==> src/rtl/reset_pulse_ctrl_pkg.sv <==
// Shared types and default constants for the reset pulse sequencer.
package reset_pulse_ctrl_pkg;

  typedef enum logic [1:0] {
    StIdle,
    StHold,
    StRelease,
    StFin
  } state_e;

  localparam int unsigned CNTW_DEFAULT    = 8;
  localparam int unsigned TIMEOUT_DEFAULT = 1024;

endpackage

==> src/rtl/reset_pulse_ctrl_if.sv <==
// Request/feedback bundle between a controller, the sequencer and the reset generator.
interface reset_pulse_ctrl_if #(
  parameter int unsigned CNTW = 8
);
  logic            REQ;
  logic [CNTW-1:0] LEN;
  logic            DST_RST_N;
  logic            ASSERT;
  logic            BUSY;
  logic            DONE;
  logic            ERR;

  modport master (
    output REQ,
    output LEN,
    output DST_RST_N,
    input  ASSERT,
    input  BUSY,
    input  DONE,
    input  ERR
  );

  modport slave (
    input  REQ,
    input  LEN,
    input  DST_RST_N,
    output ASSERT,
    output BUSY,
    output DONE,
    output ERR
  );
endinterface

==> src/rtl/reset_sync_bit.sv <==
// Single-bit flop-chain synchronizer with asynchronous active-low clear to 0.
module reset_sync_bit #(
  parameter int unsigned STAGES = 2
) (
  input  logic CLK,
  input  logic RST,
  input  logic d,
  output logic q
);

  logic [STAGES-1:0] sync_q;

  always_ff @(posedge CLK or negedge RST) begin
    if (!RST) begin
      sync_q <= '0;
    end else begin
      sync_q <= {sync_q[STAGES-2:0], d};
    end
  end

  assign q = sync_q[STAGES-1];

endmodule

==> src/rtl/reset_pulse_ctrl.sv <==
// Holds ASSERT for the reset generator until the destination reset is seen, then waits for release.
// Optional bounded waits with a sticky ERR flag: define RESET_CTRL_TIMEOUT_EN.
module reset_pulse_ctrl
  import reset_pulse_ctrl_pkg::*;
#(
  parameter int unsigned CNTW        = CNTW_DEFAULT,
  parameter int unsigned SYNC_STAGES = 2,
  parameter int unsigned TIMEOUT     = TIMEOUT_DEFAULT
) (
  input logic               CLK,
  input logic               RST,
  reset_pulse_ctrl_if.slave bus
);

  if (SYNC_STAGES < 2) begin : g_bad_sync
    $error("SYNC_STAGES must be at least 2");
  end
  if (TIMEOUT < 1) begin : g_bad_timeout
    $error("TIMEOUT must be at least 1");
  end

  logic fb;

  reset_sync_bit #(
    .STAGES(SYNC_STAGES)
  ) u_fb_sync (
    .CLK(CLK),
    .RST(RST),
    .d  (bus.DST_RST_N),
    .q  (fb)
  );

  state_e          state_q, state_d;
  logic [CNTW-1:0] cnt_q, cnt_d;
  logic            seen_low_q, seen_low_d;
  logic            assert_q, busy_q, done_q;
  logic            hold_exit;
  logic            timeout;

  assign hold_exit = (cnt_q == CNTW'(1)) && (seen_low_q || !fb);

  always_comb begin
    state_d    = state_q;
    cnt_d      = cnt_q;
    seen_low_d = seen_low_q;
    unique case (state_q)
      StIdle: begin
        if (bus.REQ) begin
          state_d    = StHold;
          cnt_d      = (bus.LEN == '0) ? CNTW'(1) : bus.LEN;
          seen_low_d = 1'b0;
        end
      end
      StHold: begin
        if (cnt_q > CNTW'(1)) cnt_d = cnt_q - CNTW'(1);
        if (!fb) seen_low_d = 1'b1;
        if (hold_exit) state_d = StRelease;
      end
      StRelease: begin
        if (fb) state_d = StFin;
      end
      StFin: state_d = StIdle;
      default: state_d = StIdle;
    endcase
    if (timeout) state_d = StIdle;
  end

  // Outputs are registered from the next state so they line up with state_q and never glitch.
  always_ff @(posedge CLK or negedge RST) begin
    if (!RST) begin
      state_q    <= StIdle;
      cnt_q      <= '0;
      seen_low_q <= 1'b0;
      assert_q   <= 1'b0;
      busy_q     <= 1'b0;
      done_q     <= 1'b0;
    end else begin
      state_q    <= state_d;
      cnt_q      <= cnt_d;
      seen_low_q <= seen_low_d;
      assert_q   <= (state_d == StHold);
      busy_q     <= (state_d != StIdle);
      done_q     <= (state_d == StFin);
    end
  end

  assign bus.ASSERT = assert_q;
  assign bus.BUSY   = busy_q;
  assign bus.DONE   = done_q;

`ifdef RESET_CTRL_TIMEOUT_EN
  localparam int unsigned WAITW = $clog2(TIMEOUT + 1);

  logic [WAITW-1:0] wait_q, wait_d;
  logic             err_q, err_d;
  logic             waiting;

  // Only cycles spent blocked on feedback are counted.
  assign waiting = ((state_q == StHold) && (cnt_q == CNTW'(1)) && !hold_exit) ||
                   ((state_q == StRelease) && !fb);
  assign timeout = waiting && (wait_q == WAITW'(TIMEOUT - 1));

  always_comb begin
    wait_d = wait_q;
    err_d  = err_q;
    if ((state_q == StIdle) && bus.REQ) begin
      wait_d = '0;
      err_d  = 1'b0;
    end else if ((state_q == StHold) && hold_exit) begin
      wait_d = '0;
    end else if (timeout) begin
      err_d  = 1'b1;
    end else if (waiting) begin
      wait_d = wait_q + WAITW'(1);
    end
  end

  always_ff @(posedge CLK or negedge RST) begin
    if (!RST) begin
      wait_q <= '0;
      err_q  <= 1'b0;
    end else begin
      wait_q <= wait_d;
      err_q  <= err_d;
    end
  end

  assign bus.ERR = err_q;
`else
  assign timeout = 1'b0;
  assign bus.ERR = 1'b0;
`endif

endmodule

==> src/flat_wrapper.sv <==
// flat-port wrapper written by rule: the top's interface ports become plain ports
module reset_pulse_ctrl_flat import reset_pulse_ctrl_pkg::*;
#(
  parameter int unsigned CNTW        = CNTW_DEFAULT,
  parameter int unsigned SYNC_STAGES = 2,
  parameter int unsigned TIMEOUT     = TIMEOUT_DEFAULT
)
  (CLK, RST, bus_REQ, bus_LEN, bus_DST_RST_N, bus_ASSERT, bus_BUSY, bus_DONE, bus_ERR);
  reset_pulse_ctrl_if #(.CNTW(CNTW)) bus_i ();
  input logic CLK;
  input logic RST;
  input wire logic [$bits(bus_i.REQ)-1:0] bus_REQ;
  input wire logic [$bits(bus_i.LEN)-1:0] bus_LEN;
  input wire logic [$bits(bus_i.DST_RST_N)-1:0] bus_DST_RST_N;
  output wire logic [$bits(bus_i.ASSERT)-1:0] bus_ASSERT;
  output wire logic [$bits(bus_i.BUSY)-1:0] bus_BUSY;
  output wire logic [$bits(bus_i.DONE)-1:0] bus_DONE;
  output wire logic [$bits(bus_i.ERR)-1:0] bus_ERR;
  assign bus_i.REQ = bus_REQ;
  assign bus_i.LEN = bus_LEN;
  assign bus_i.DST_RST_N = bus_DST_RST_N;
  assign bus_ASSERT = bus_i.ASSERT;
  assign bus_BUSY = bus_i.BUSY;
  assign bus_DONE = bus_i.DONE;
  assign bus_ERR = bus_i.ERR;
  reset_pulse_ctrl #(.CNTW(CNTW), .SYNC_STAGES(SYNC_STAGES), .TIMEOUT(TIMEOUT)) u_core (.CLK(CLK), .RST(RST), .bus(bus_i));
endmodule
==> config.mk <==
export PLATFORM = sky130hd
export DESIGN_NAME = reset_pulse_ctrl_flat
export DESIGN_NICKNAME = d
export VERILOG_FILES = /design/src/rtl/reset_pulse_ctrl_pkg.sv /design/src/rtl/reset_pulse_ctrl_if.sv /design/src/rtl/reset_sync_bit.sv /design/src/rtl/reset_pulse_ctrl.sv /design/src/flat_wrapper.sv
export SDC_FILE = /design/constraint.sdc
export NUM_CORES = 1
export LEC_CHECK = 0
export ABC_AREA = 1
export CORE_MARGIN = 10
export CORE_UTILIZATION = 45
export CTS_CLUSTER_SIZE = 14
export DETAILED_ROUTE_END_ITERATION = 10
export PLACE_DENSITY = 0.76
export SLEW_MARGIN = 10
export SYNTH_ARGS = -nofsm -noshare
export SYNTH_HDL_FRONTEND = slang
export SYNTH_SLANG_ARGS = --single-unit
==> constraint.sdc <==
create_clock -name CLK -period 1.8 [get_ports CLK]
set_clock_uncertainty 0.2 [all_clocks]
set_input_delay 0.27 -clock CLK [delete_from_list [all_inputs] [get_ports CLK]]
set_output_delay 0.27 -clock CLK [all_outputs]
set_load 0.03 [all_outputs]
Yosys cells after proc, flatten, opt, wreduce, memory -nomap -nowiden --
Cells that the tools add are included.
Cells by class: add/subtract/negate cells 1, $lt $le $gt $ge 1, eq/ne operators 9, muxes and demuxes 11, reductions and logical operators 9
Operators with widths (number):
- 2-to-1 mux 8 bit | 3
- one-hot mux 8 bit (2 select lines) | 1
- equality test 8 x 1 -> 1 bit, second input constant | 1
- greater-than comparator 8 x 1 -> 1 bit, second input constant | 1
- logical NOT 8 bit | 1
- one-hot mux 2 bit (4 select lines) | 1
- subtractor 8 x 1 -> 8 bit, second input constant | 1
- equality test 2 bit, second input constant | 3
- 2-to-1 mux 2 bit | 3
- AND reduction 3 bit | 2
- equality test 2 x 1 -> 1 bit, second input constant | 2
- inequality test 2 bit, second input constant | 2
- nonzero test 2 bit | 2
- logical NOT 2 bit | 1
- 2-to-1 mux 1 bit | 2
- inequality test 2 x 1 -> 1 bit, second input constant | 1
- one-hot mux 1 bit (2 select lines) | 1
- logical AND 1 bit | 1
- logical NOT 1 bit | 1
- logical OR 1 bit | 1
Word-level totals: bits in registers 16, input bits 12, output and inout port bits 4

Longest topological paths before layout --
word-level depth 6, gate-level depth with buffers 10, depth with buffers taken out 9

By module --
Synthesis repeated with hierarchy kept, for this count alone.
Second synthesis, totals: cell total of the unflattened synthesis 133, area, all modules 1044.8 sq um
Modules (own cells, without submodules):
- reset_pulse_ctrl | instances 1, cells each 131, area each 994.7 sq um, sequential area each 350.3 sq um
- reset_sync_bit | instances 1, cells each 2, area each 50.0 sq um, sequential area each 50.0 sq um

Worst setup path after synthesis --
Ideal clock, no wire load.
kind register to register, start point register u_core.cnt_q[1], end point register u_core.cnt_q[5], data arrival time 1307 ps, slack 176 ps, stages on the path, launching flop included 11, buffers on the path 1, period minus slack after synthesis 1624 ps, cells stage by stage dfrtp_1 > inv_1 > ha_1 > inv_1 > nor2_2 > nand2_2 > nand3_4 > nand2_4 > buf_12 > nand2_1 > nand2_1
Between the ends: longest elaborated chain between the ends 3, elaborated cells between the ends (all ways) 6, those cells by class 1 x add/sub; 1 x order compare; 1 x eq/ne; 2 x mux; 1 x reduce/logical
Ends and longest elaborated chain:
- start: declaration | line reset_pulse_ctrl.sv:34 | logic [CNTW-1:0] cnt_q, cnt_d;
- start signal: assignment | line reset_pulse_ctrl.sv:79 | cnt_q <= cnt_d;
- subtractor 8 x 1 -> 8 bit / greater-than comparator 8 x 1 -> 1 bit (equally long branches) | line reset_pulse_ctrl.sv:55 | if (cnt_q > CNTW'(1)) cnt_d = cnt_q - CNTW'(1);
- 2-to-1 mux 8 bit / inequality test 2 x 1 -> 1 bit (equally long branches)
- one-hot mux 8 bit (2 select lines) / AND reduction 3 bit (equally long branches)
Parallel ways exist; a longest one is shown, timed or not. The select of a mux whose other input is x is not followed. A chain may end at the register's enable or synchronous reset.

Final worst setup path --
start point register u_core.busy_q, in the netlist u_core.bus.BUSY, end point output bus_BUSY
RTL lines:
- start: declaration | line reset_pulse_ctrl.sv:36 | logic assert_q, busy_q, done_q;
- start signal: assignment | line reset_pulse_ctrl.sv:82 | busy_q <= (state_d != StIdle);
- end: declaration | line flat_wrapper.sv:16 | output wire logic [$bits(bus_i.BUSY)-1:0] bus_BUSY;
No word-level cell between the ends.

==> metrics.yaml <==
min_path:
  hold_class: "input pin to async pin"
worst_setup_path:
  path_max_fanout: 1
  worstSetupStartpointType: "flop"
  end_kind: "output pin"
  worst-path-buf-inv: 1
  reg2regPathDepth: 9
  required_ns: 1.33
  slowest_stage: "clkdlybuf4s50_1"
  slowest_delay_ns: 0.66
  crit_type: "flop to output pin"
  worst-path-stages: 1
  crit_chain: "clkdlybuf4s50_1"
  crit_family: "buffers and inverters"
  arrival_ns: 1.26
flow_run:
  max-cap-violations: 0
floorplanning:
  num_rows: 17
  io_pins: 16
  start_util_pct: 46.4
  die_h_microns: 67.5
  fp.coreArea_sq_um: 2190
  fp.dieW_microns: 67.5
  dieArea_sq_um: 4560
layout:
  post-route-util_pct: 55.1
  multi_input_area_sq_um: 522
  final.fill_count: 212
  antenna_cells: 0
  drive_above_1_share_pct: 21.8
  area_growth_pct: 18.7
  regArea_sq_um: 400
  nNetsFinal: 163
sta:
  slew_viol_final: 0
  rsz0062_at_grt: "no"
  setup_violations: 0
  period_share_pct: 96.1
  max_freq_ghz: 0.578
  period_needed_ns: 1.73
  fin_setup_tns_ns: 0
  hold_viol_final: 0
pwr:
  clkPwrFrac_pct: 9.3
  p_leak_nw: 0.627
  swShare_pct: 48.0
  p_comb_share_pct: 58.2
  vdd_drop_max_mv: 0.896
  switchingPower_w: 0.000895
  cell_internal_pwr_w: 0.000970
  p_seq_share_pct: 32.5
  power.density_nw_per_um2: 1540
drt:
  wl_per_cell_microns: 12.7
  wl_microns: 2220
  wl_met3_microns: 148
  route.top_layer_used: "met4"
  ant_nets: 0
  drt_first_iter_violations: 36
  drt-met1-wl_microns: 964
  viasPerCell: 5.03
  drc: 0
  wl_met2_microns: 1080
  via_count: 881
  drtPass1Iterations: 4
outcome:
  status: "finished, final reports clean"
synth:
  synth.distinct_cells: 24
  syn_nets: 145
  yosysWarnings: 0
  avgSynthCellArea_sq_um: 7.77
  ys_seq_area_share_pct: 39.4
  syn_inst: 131
  synth_area_sq_um: 1020
  ys_ff_latch: 16
cts:
  cts_tree: "built"
  clk_path_buf_depth: 2
  cts_buffers: 3
  cts-root-buf: "clkbuf_4"
  htreeDepth: 1
  clock_sinks: 16
  clock_latency_ns: 0.28
  hold_buffers: 0
  cts.reportedPaths.clkPinSlew_ns: 0.08
grt:
  track_usage_pct: 10.5
  grt_pass1_vias: 872
  grt-ovfl-total: 0
  grt_max_degree: 17
  grt_pass1_wl_microns: 3760
  antenna_found_initial: 0
placed_design:
  routabilityCongestion: 0.876
  dp_hpwl_microns: 1780
  io_buffer_count: 14
==> repair_timing <==
action	in CTS	in global routing
setup endpoints to repair	0	10
resized for setup	0	5
buffers inserted	0	1
==> synthesized netlist by cell type <==
cell	n	area, sq um
a21oi_1	4	20.0
a22oi_1	1	7.51
buf_12	1	20.0
buf_4	1	7.51
buf_6	1	11.3
conb_1	1	3.75
dfrtp_1	16	400
ha_1	2	25.0
inv_1	14	52.6
inv_2	4	15.0
nand2_1	26	97.6
nand2_2	10	62.6
nand2_4	1	11.3
nand3_1	13	65.1
nand3_2	2	20.0
nand3_4	1	17.5
nand4_1	2	12.5
nor2_1	18	67.6
nor2_2	1	6.26
nor2_4	1	11.3
nor2_8	1	20.0
o21ai_0	6	30.0
o21ai_2	3	26.3
or2_2	1	6.26
==> final timing paths <==
path	from	end	slack, ns
worst max-delay path	u_core.bus.BUSY$_DFF_PN0_	bus_BUSY	0.07
worst min-delay path	RST	u_core.cnt_q[1]$_DFFE_PN0P_	0.11
worst max register to register	u_core.cnt_q[0]$_DFFE_PN0P_	u_core.cnt_q[1]$_DFFE_PN0P_	0.12
worst min register to register	u_core.u_fb_sync.sync_q[0]$_DFF_PN0_	u_core.u_fb_sync.sync_q[1]$_DFF_PN0_	0.16
max in group asynchronous	RST	u_core.cnt_q[7]$_DFFE_PN0P_	1.10
min in group CLK	u_core.u_fb_sync.sync_q[0]$_DFF_PN0_	u_core.u_fb_sync.sync_q[1]$_DFF_PN0_	0.16
==> through the flow <==
step                std cells  total power (W)  setup WS [ns]  cell area, sq um  hold slack [ns]
global route              175          0.00205        0.00750              1210            0.121
detailed placement        171          0.00166         0.0507              1160            0.136
finish                    175          0.00186         0.0705              1210            0.111
CTS                       174          0.00184         0.0198              1180            0.115
floorplan                 131          0.00147          0.176              1020           -0.226
global placement          171          0.00164          0.137              1160            0.138
==> cell usage in the layout, fill, tap and decap left out <==
master / netlist / layout
clkdlybuf4s50_1: 0 / 12
nand2_2: 10 / 10
nor2_2: 1 / 1
nand3_2: 2 / 2
ha_1: 2 / 1
nor2_1: 18 / 18
buf_4: 1 / 2
ha_2: 0 / 1
nand2_8: 0 / 1
nand2_1: 26 / 26
conb_1: 1 / 1
o21ai_0: 6 / 6
or2_2: 1 / 1
o21ai_2: 3 / 3
nor2_8: 1 / 1
dlymetal6s2s_1: 0 / 2
nor2_4: 1 / 1
clkbuf_4: 0 / 3
inv_2: 4 / 5
nand3_4: 1 / 1
inv_1: 14 / 13
dfrtp_1: 16 / 16
nand3_1: 13 / 13
a21oi_1: 4 / 4
a22oi_1: 1 / 1
nand4_1: 2 / 2
==> area by class of cell <==
class | instances | area share, %
Clock buffer | 3 | 1.87
Inverter | 18 | 5.60
Multi-Input combinational cell | 94 | 43.2
Sequential cell | 16 | 33.2
Tap cell | 28 | 2.90
Timing Repair Buffer | 16 | 13.3
==> cells by family after synthesis <==
family | share of synthesized area [%]
simple gates | 39.1
buf+inv | 10.5
fa+ha+maj | 2.46
other cells | 0.369
flops | 39.4
compound gates | 8.24
==> flip-flops by register name, summed over array words and instances (netlist names) <==
signal and flops:
u_core.bus.ASSERT 1, u_core.bus.BUSY 1, u_core.bus.DONE 1, u_core.cnt_q 8
u_core.seen_low_q 1, u_core.state_q 2, u_core.u_fb_sync.sync_q 2
==> power groups by stage <==
stage	Clock (W)	Sequential, W	Combinational (W)
6_report	0.000173	0.000607	0.00109
2_1_floorplan	0	0.000609	0.000864
5_1_grt	0.000191	0.000619	0.00124
3_3_place_gp	0	0.000612	0.00103
3_5_place_dp	0	0.000613	0.00105
4_1_cts	0.000181	0.000605	0.00106
==> routing by layer <==
layer | global-route usage (%) | vias up
li1 | - | 443
met1 | 12.6 | 409
met2 | 18.1 | 24
met3 | 2.64 | 5
met4 | 3.08 | 0
met5 | 0 | -
(Power assumes the default switching activity.)
